### src/rtl/insert_debounce.sv
// Debounces a bouncing insert-sensor level and emits one fixed-width count pulse
// per accepted insert. Rejected press attempts are tallied in a saturating counter.
module insert_debounce #(
    parameter int DB_CYC = 4,
    parameter int PW     = 2,
    parameter int GW     = 8
) (
    input  logic          clk,
    input  logic          rst_n,
    input  logic          raw_in,
    output logic          pulse_out,
    output logic          held,
    output logic [GW-1:0] glitch_cnt
);

    localparam int CW  = (DB_CYC > 1) ? $clog2(DB_CYC) : 1;
    localparam int PCW = (PW > 1) ? $clog2(PW) : 1;
    localparam logic [CW-1:0]  DB_LAST = CW'(DB_CYC - 1);
    localparam logic [PCW-1:0] PW_LAST = PCW'(PW - 1);

    typedef enum logic [1:0] {
        IDLE,
        PRESS_WAIT,
        HELD,
        RELEASE_WAIT
    } state_t;

    state_t         state_reg, state_next;
    logic           sync_meta_reg;
    logic           sync_in;
    logic [CW-1:0]  db_cnt, db_cnt_next;
    logic [PCW-1:0] pulse_cnt_reg;
    logic           glitch_inc;
    logic           pulse_start;

    always_comb begin
        state_next  = state_reg;
        db_cnt_next = db_cnt;
        glitch_inc  = 1'b0;
        pulse_start = 1'b0;
        case (state_reg)
            IDLE: begin
                if (sync_in) state_next = PRESS_WAIT;
            end
            PRESS_WAIT: begin
                if (!sync_in) begin
                    state_next = IDLE;
                    glitch_inc = 1'b1;
                end else if (db_cnt == DB_LAST) begin
                    state_next  = HELD;
                    pulse_start = 1'b1;
                end else begin
                    db_cnt_next = db_cnt + 1'b1;
                end
            end
            HELD: begin
                if (!sync_in) state_next = RELEASE_WAIT;
            end
            RELEASE_WAIT: begin
                if (sync_in) begin
                    state_next = HELD;
                end else if (db_cnt == DB_LAST) begin
                    state_next = IDLE;
                end else begin
                    db_cnt_next = db_cnt + 1'b1;
                end
            end
            default: state_next = IDLE;
        endcase
        // Every state change restarts the stability count.
        if (state_next != state_reg) db_cnt_next = '0;
    end

    always_ff @(posedge clk or negedge rst_n) begin
        if (!rst_n) begin
            sync_meta_reg <= 1'b0;
            sync_in       <= 1'b0;
            state_reg     <= IDLE;
            db_cnt        <= '0;
            held          <= 1'b0;
            glitch_cnt    <= '0;
        end else begin
            sync_meta_reg <= raw_in;
            sync_in       <= sync_meta_reg;
            state_reg     <= state_next;
            db_cnt        <= db_cnt_next;
            held          <= (state_next == HELD) || (state_next == RELEASE_WAIT);
            if (glitch_inc && (glitch_cnt != '1)) glitch_cnt <= glitch_cnt + 1'b1;
        end
    end

    // Pulse timer runs independently of the FSM; a new start reloads it.
    always_ff @(posedge clk or negedge rst_n) begin
        if (!rst_n) begin
            pulse_cnt_reg <= '0;
            pulse_out     <= 1'b0;
        end else if (pulse_start) begin
            pulse_cnt_reg <= PW_LAST;
            pulse_out     <= 1'b1;
        end else if (pulse_cnt_reg != '0) begin
            pulse_cnt_reg <= pulse_cnt_reg - 1'b1;
            pulse_out     <= 1'b1;
        end else begin
            pulse_out     <= 1'b0;
        end
    end

endmodule

### config.mk
export PLATFORM = sky130hd
export DESIGN_NAME = insert_debounce
export DESIGN_NICKNAME = d
export VERILOG_FILES = /design/src/rtl/insert_debounce.sv
export SDC_FILE = /design/constraint.sdc
export NUM_CORES = 1
export LEC_CHECK = 0
export BUFFER_PORTS_ARGS = -buffer_cell sky130_fd_sc_hd__buf_2
export CAP_MARGIN = 5
export CORE_MARGIN = 3
export CORE_UTILIZATION = 47
export CTS_CLUSTER_DIAMETER = 80
export DETAILED_ROUTE_END_ITERATION = 16
export PLACE_DENSITY = 0.73
export SETUP_SLACK_MARGIN = 0.05
export SYNTH_ARGS = -nofsm -noshare
export SYNTH_HDL_FRONTEND = slang
export SYNTH_SLANG_ARGS = --single-unit
### constraint.sdc
create_clock -name clk -period 2.15 [get_ports clk]
set_input_delay 0.5375 -clock clk [delete_from_list [all_inputs] [get_ports clk]]
set_output_delay 0.5375 -clock clk [all_outputs]
set_load 0.05 [all_outputs]
Word-level counts from Yosys, hierarchy flattened
Index checks and enable logic that the tools add are counted.
{"block": "word_totals", "input_bits": 3, "reg_bits": 17, "output_inout_bits": 10, "wordCells": 47}
{"block": "classes", "eq_ne": 10, "n_mux": 21, "n_addsub": 3, "reduce_logical": 5}
{"cell": "two-way mux 2 bit", "n": 10}
{"cell": "== test 2 bit, second input constant", "n": 5}
{"cell": "two-way mux 1 bit", "n": 9}
{"cell": "adder 8 x 1 -> 8 bit, second input constant", "n": 1}
{"cell": "!= test 8 bit, second input constant", "n": 1}
{"cell": "case mux 2 bit (4 select lines)", "n": 1}
{"cell": "!= test 3 bit, second input constant", "n": 2}
{"cell": "case mux 2 bit (2 select lines)", "n": 1}
{"cell": "AND reduction 3 bit", "n": 1}
{"cell": "nonzero test 3 bit", "n": 1}
{"cell": "adder 2 x 1 -> 2 bit, second input constant", "n": 1}
{"cell": "== test 2 x 1 -> 1 bit, second input constant", "n": 1}
{"cell": "zero test 2 bit", "n": 1}
{"cell": "!= test 2 bit", "n": 1}
{"cell": "logical AND 1 bit", "n": 1}
{"cell": "logical OR 1 bit", "n": 1}
{"cell": "subtractor 1 bit, second input constant", "n": 1}

Depth between registers and ports, before layout
{"block": "depth", "depth_word": 7, "ltp_mapped": 4, "ltp_nobuf": 4}

Least setup slack after synthesis
Ideal clock, no wire load.
{"block": "synth_path", "path_kind": "register to register", "startpoint": "reg glitch_cnt[0]", "endpoint": "reg glitch_cnt[1]", "path_stages_with_launch": 5, "synth_period_minus_slack_ps": 1694, "t_required_ps": 2022, "t_arrival_ps": 1566, "setup_slack_ps": 456, "path_cell_list": "dfrtp_1 > ha_1 > nand3_1 > o21ai_2 > mux2_1"}
{"block": "synth_via", "elab_chain_cells": 2, "elab_cells_between_ends": 3, "classes_between": "1 x add/sub; 1 x eq/ne; 1 x reduce/logical"}
{"element": "start: declaration", "line_no": "13", "rtl": "output logic [GW-1:0] glitch_cnt"}
{"element": "start signal: assignment", "line_no": "88", "rtl": "if (glitch_inc && (glitch_cnt != '1)) glitch_cnt <= glitch_cnt + 1'b1;"}
{"element": "parallel branches: the longest is 2 deep, another holds adder 8 x 1 -> 8 bit"}
Parallel ways; which one is timed is not known.
A chain may end at the register's enable or synchronous reset.

Worst setup path in the final report
{"block": "layout_path", "startpoint": "reg glitch_cnt[2]", "endpoint": "out glitch_cnt[2]"}
No word-level cell between the ends.

==> flow_summary.html <==
<table>
<tr><th>Metric</th><th>Value</th></tr>
<tr><th colspan="2">Logic synthesis</th></tr>
<tr><td>Count of state elements after synthesis</td><td>16</td></tr>
<tr><td>Unique masters post-synth</td><td>24</td></tr>
<tr><td>Mapped Cells</td><td>60</td></tr>
<tr><td>Sequential area share after synthesis</td><td>55.0%</td></tr>
<tr><td>Post-Synthesis Cell Area</td><td>728 um2</td></tr>
<tr><td>Warnings, synthesis</td><td>0</td></tr>
<tr><td>Synthesized area per cell</td><td>12.1 um2</td></tr>
<tr><td>Net Count, Synth</td><td>65</td></tr>
<tr><th colspan="2">Global routing</th></tr>
<tr><td>Number of global-route vias before repair</td><td>451</td></tr>
<tr><td>Largest net degree at the start of global routing</td><td>17</td></tr>
<tr><td>Met2 layer usage reported by global route</td><td>18.6%</td></tr>
<tr><td>Gr ovfl total</td><td>0</td></tr>
<tr><td>All-layer global routing usage</td><td>13.6%</td></tr>
<tr><td>Antenna violations before repair</td><td>0</td></tr>
<tr><td>Highest-utilization routing layer at the global route stage</td><td>met1</td></tr>
<tr><td>Met1 Resource Use GR</td><td>18.8%</td></tr>
<tr><td>Met3 GRT Util</td><td>7.17%</td></tr>
<tr><td>First-pass GRT wire length</td><td>2010 um</td></tr>
<tr><th colspan="2">Finish</th></tr>
<tr><td>Final antenna diode count</td><td>0</td></tr>
<tr><td>Ratio of cells with drive above 1 in the final layout</td><td>22.7%</td></tr>
<tr><td>Number of nets in the finished design</td><td>82</td></tr>
<tr><td>Top library cells by usage in the layout, fill and taps aside</td><td>16 x dfrtp_1, 12 x buf_2, 7 x mux2_1</td></tr>
<tr><td>Layout Cells excl Fill</td><td>90</td></tr>
<tr><td>Area overhead of the layout relative to synthesis</td><td>13.9%</td></tr>
<tr><td>Most common cell after layout, fill and taps aside</td><td>dfrtp_1</td></tr>
<tr><td>Top flop regs</td><td>glitch_cnt: 8 flops, db_cnt: 2 flops</td></tr>
<tr><td>Register with the most flip-flops</td><td>glitch_cnt</td></tr>
<tr><td>Flip-flop count of the largest register after layout</td><td>8</td></tr>
<tr><td>Utilization after layout</td><td>60.0%</td></tr>
<tr><th colspan="2">Route</th></tr>
<tr><td>Remaining routing DRC violations</td><td>0</td></tr>
<tr><td>Number of detailed-route iterations in the first pass</td><td>4</td></tr>
<tr><td>Routed length per instance</td><td>12.9 um</td></tr>
<tr><td>DRC violation total after the first TritonRoute iteration</td><td>18</td></tr>
<tr><td>Average vias per placed instance</td><td>5.58</td></tr>
<tr><td>Number of nets still failing antenna checks after routing</td><td>0</td></tr>
<tr><td>Final Routed Wirelength</td><td>1160 um</td></tr>
<tr><td>Total number of vias</td><td>502</td></tr>
<tr><th colspan="2">Worst setup path</th></tr>
<tr><td>Worst path arrival time</td><td>1.06 ns</td></tr>
<tr><td>Worst Path Max Fanout</td><td>8</td></tr>
<tr><td>Req. time, crit path</td><td>1.61 ns</td></tr>
<tr><td>Number of buffers and inverters on the critical path</td><td>1</td></tr>
<tr><td>Largest stage delay, worst path</td><td>0.47 ns</td></tr>
<tr><td>Slowest cell on crit path</td><td>dfrtp_1</td></tr>
<tr><td>Reg2Reg Depth</td><td>4</td></tr>
<tr><td>Critical path, cell by cell</td><td>buf_2</td></tr>
<tr><td>Launch point of the worst reg-to-reg path</td><td>glitch_cnt[0]</td></tr>
<tr><td>Element type at the critical path start</td><td>flop</td></tr>
<tr><td>Reg-to-reg critical path endpoint</td><td>glitch_cnt[1]</td></tr>
<tr><td>Worst-case register-to-register setup slack</td><td>0.75 ns</td></tr>
<tr><td>Type of the worst setup path</td><td>flop to output pin</td></tr>
<tr><td>Type of element capturing the critical path</td><td>output pin</td></tr>
<tr><td>Critical path's top delay family</td><td>flip-flops</td></tr>
<tr><th colspan="2">STA</th></tr>
<tr><td>Max-slew violations</td><td>0</td></tr>
<tr><td>Setup TNS after final layout</td><td>0 ns</td></tr>
<tr><td>Worst hold slack after final layout</td><td>0.149 ns</td></tr>
<tr><td>Minimum clock period after layout</td><td>1.60 ns</td></tr>
<tr><td>Share of the clock period used by the worst path after layout</td><td>74.3%</td></tr>
<tr><td>Setup repair after global routing missed its margin</td><td>false</td></tr>
<tr><td>Slew at the pin closest to its max-slew limit</td><td>0.342 ns</td></tr>
<tr><td>Final setup violation count</td><td>0</td></tr>
<tr><td>FMAX</td><td>0.626 GHz</td></tr>
<tr><td>Final clock skew</td><td>0.00314 ns</td></tr>
<tr><td>Final hold viol count</td><td>0</td></tr>
<tr><td>Max-slew headroom at the worst pin</td><td>77.2%</td></tr>
<tr><td>Post-layout worst setup margin</td><td>0.553 ns</td></tr>
<tr><th colspan="2">Power and ir drop</th></tr>
<tr><td>Share of power burned in registers</td><td>44.0%</td></tr>
<tr><td>Combinational share of power</td><td>43.0%</td></tr>
<tr><td>Switching power total</td><td>535 uW</td></tr>
<tr><td>Proportion of total power due to net switching</td><td>47.2%</td></tr>
<tr><td>Total internal power</td><td>600 uW</td></tr>
<tr><td>Clock share of power</td><td>13.0%</td></tr>
<tr><td>Max IR drop VDD</td><td>0.742 mV</td></tr>
<tr><td>Cell area power density</td><td>1370 nW/um2</td></tr>
<tr><td>Leakage component of the power</td><td>0.000398 uW</td></tr>
<tr><th colspan="2">Worst hold path</th></tr>
<tr><td>HP Class</td><td>input port to async pin</td></tr>
<tr><th colspan="2">Clocking</th></tr>
<tr><td>TritonCTS Buffers</td><td>3</td></tr>
<tr><td>CTS Hold Bufs</td><td>0</td></tr>
<tr><td>Num Clock Sinks</td><td>16</td></tr>
<tr><td>Max Buffers Root-to-Sink</td><td>2</td></tr>
<tr><td>CTS H-Tree Depth</td><td>1</td></tr>
<tr><td>Clock latency at the later pin of the worst-skew pair</td><td>0.28 ns</td></tr>
<tr><td>Post-CTS Setup Bufs</td><td>0</td></tr>
<tr><td>TritonCTS clock tree</td><td>yes</td></tr>
<tr><td>CTS root buf</td><td>clkbuf_4</td></tr>
<tr><td>Cts repair resizes</td><td>0</td></tr>
<tr><td>Clock-pin slew on the worst setup and hold paths</td><td>0.08 ns</td></tr>
<tr><th colspan="2">Die</th></tr>
<tr><td>Horiz. Die Dim</td><td>45.4 um</td></tr>
<tr><td>Die height</td><td>45.4 um</td></tr>
<tr><td>Row count</td><td>13</td></tr>
<tr><td>I/O pin count</td><td>13</td></tr>
<tr><td>Die area</td><td>2060 um2</td></tr>
<tr><td>Initial Utilization</td><td>52.7%</td></tr>
<tr><td>Core box area</td><td>1380 um2</td></tr>
<tr><th colspan="2">Placement</th></tr>
<tr><td>HPWL after DPL</td><td>874 um</td></tr>
<tr><td>Placed Instances</td><td>87</td></tr>
<tr><td>Count of port buffers added during placement</td><td>12</td></tr>
<tr><td>RePlAce Congestion</td><td>0.772</td></tr>
<tr><td>Pre-CTS worst setup slack</td><td>0.765 ns</td></tr>
<tr><th colspan="2">Outcome</th></tr>
<tr><td>Result of the run</td><td>completed</td></tr>
<tr><th colspan="2">Job</th></tr>
<tr><td>Maximum Capacitance Violations</td><td>0</td></tr>
</table>
==> stage by stage <==
stage                     power, uW  area (um2)
final                          1130         830
after global placement          987         807
after detailed placement        996         807
after global routing           1220         830
after CTS                      1150         830
after floorplan                 871         728
==> cells in the mapped netlist <==
| cell type | number | area share (%) |
|---|---|---|
| o22ai_1 | 1 | 0.86 |
| nand4_1 | 4 | 3.4 |
| o21ai_2 | 1 | 1.2 |
| dfrtp_1 | 16 | 55 |
| nand3_1 | 4 | 2.7 |
| nor3b_4 | 1 | 2.6 |
| inv_1 | 1 | 0.51 |
| nor2b_1 | 1 | 0.86 |
| and4_1 | 1 | 1.2 |
| a31oi_1 | 1 | 0.86 |
| mux2_1 | 7 | 11 |
| nand4bb_1 | 1 | 1.5 |
| nand2b_1 | 3 | 2.6 |
| xnor2_1 | 1 | 1.2 |
| o21ai_0 | 3 | 2.1 |
| a21oi_1 | 2 | 1.4 |
| or2_1 | 1 | 0.86 |
| nand2_1 | 4 | 2.1 |
| nor2_1 | 1 | 0.51 |
| and2_1 | 1 | 0.86 |
| xor2_1 | 1 | 1.2 |
| and3_1 | 1 | 0.86 |
| ha_1 | 2 | 3.4 |
| and4b_1 | 1 | 1.4 |
==> cells by family (layout without fill, tap and decap cells) <==
family	after synthesis	count (layout)	share of synthesized area, %
and+or+nand+nor	24	24	21.5
DFF	16	16	55.0
AOI/OAI and AO/OA	8	8	6.36
muxes	7	7	10.8
adders and majority gates	2	2	3.44
xor gates and xnor gates	2	2	2.41
buffers and inverters	1	16	0.515
==> area by class of cell <==
type	instances	area, um2
clock buffers	3	22.5
fillers	126	553
inverters	1	3.75
multi-input cells	43	324
flip-flops and latches	16	400
well taps	15	18.8
repair buffers	12	60.1
==> power groups by stage <==
stage,logic [uW],registers (uW),clock network [uW]
finish,488,499,147
global route,531,520,168
CTS,492,499,160
detailed placement,491,505,0
global placement,486,501,0
floorplan,175,695,0
==> how the worst max path moves through the flow <==
stage                        from       endpoint  slack (ns)  cells after the start
floorplan           glitch_cnt[0]  glitch_cnt[1]        0.46                      4
global placement             held  glitch_cnt[4]        0.78                      3
detailed placement  glitch_cnt[0]  glitch_cnt[1]        0.77                      4
CTS                          held           held        0.53                      1
global route                 held           held        0.47                      1
finish              glitch_cnt[2]  glitch_cnt[2]        0.55                      1
==> per-layer routing <==
layer | up-vias | wire length (um) | share of wire (%)
li1 | 257 | - | -
met1 | 229 | 596 | 51
met2 | 16 | 472 | 41
met3 | 0 | 91 | 7.8
met4 | 0 | 0 | 0
met5 | - | 0 | 0
(Power assumes the default switching activity.)
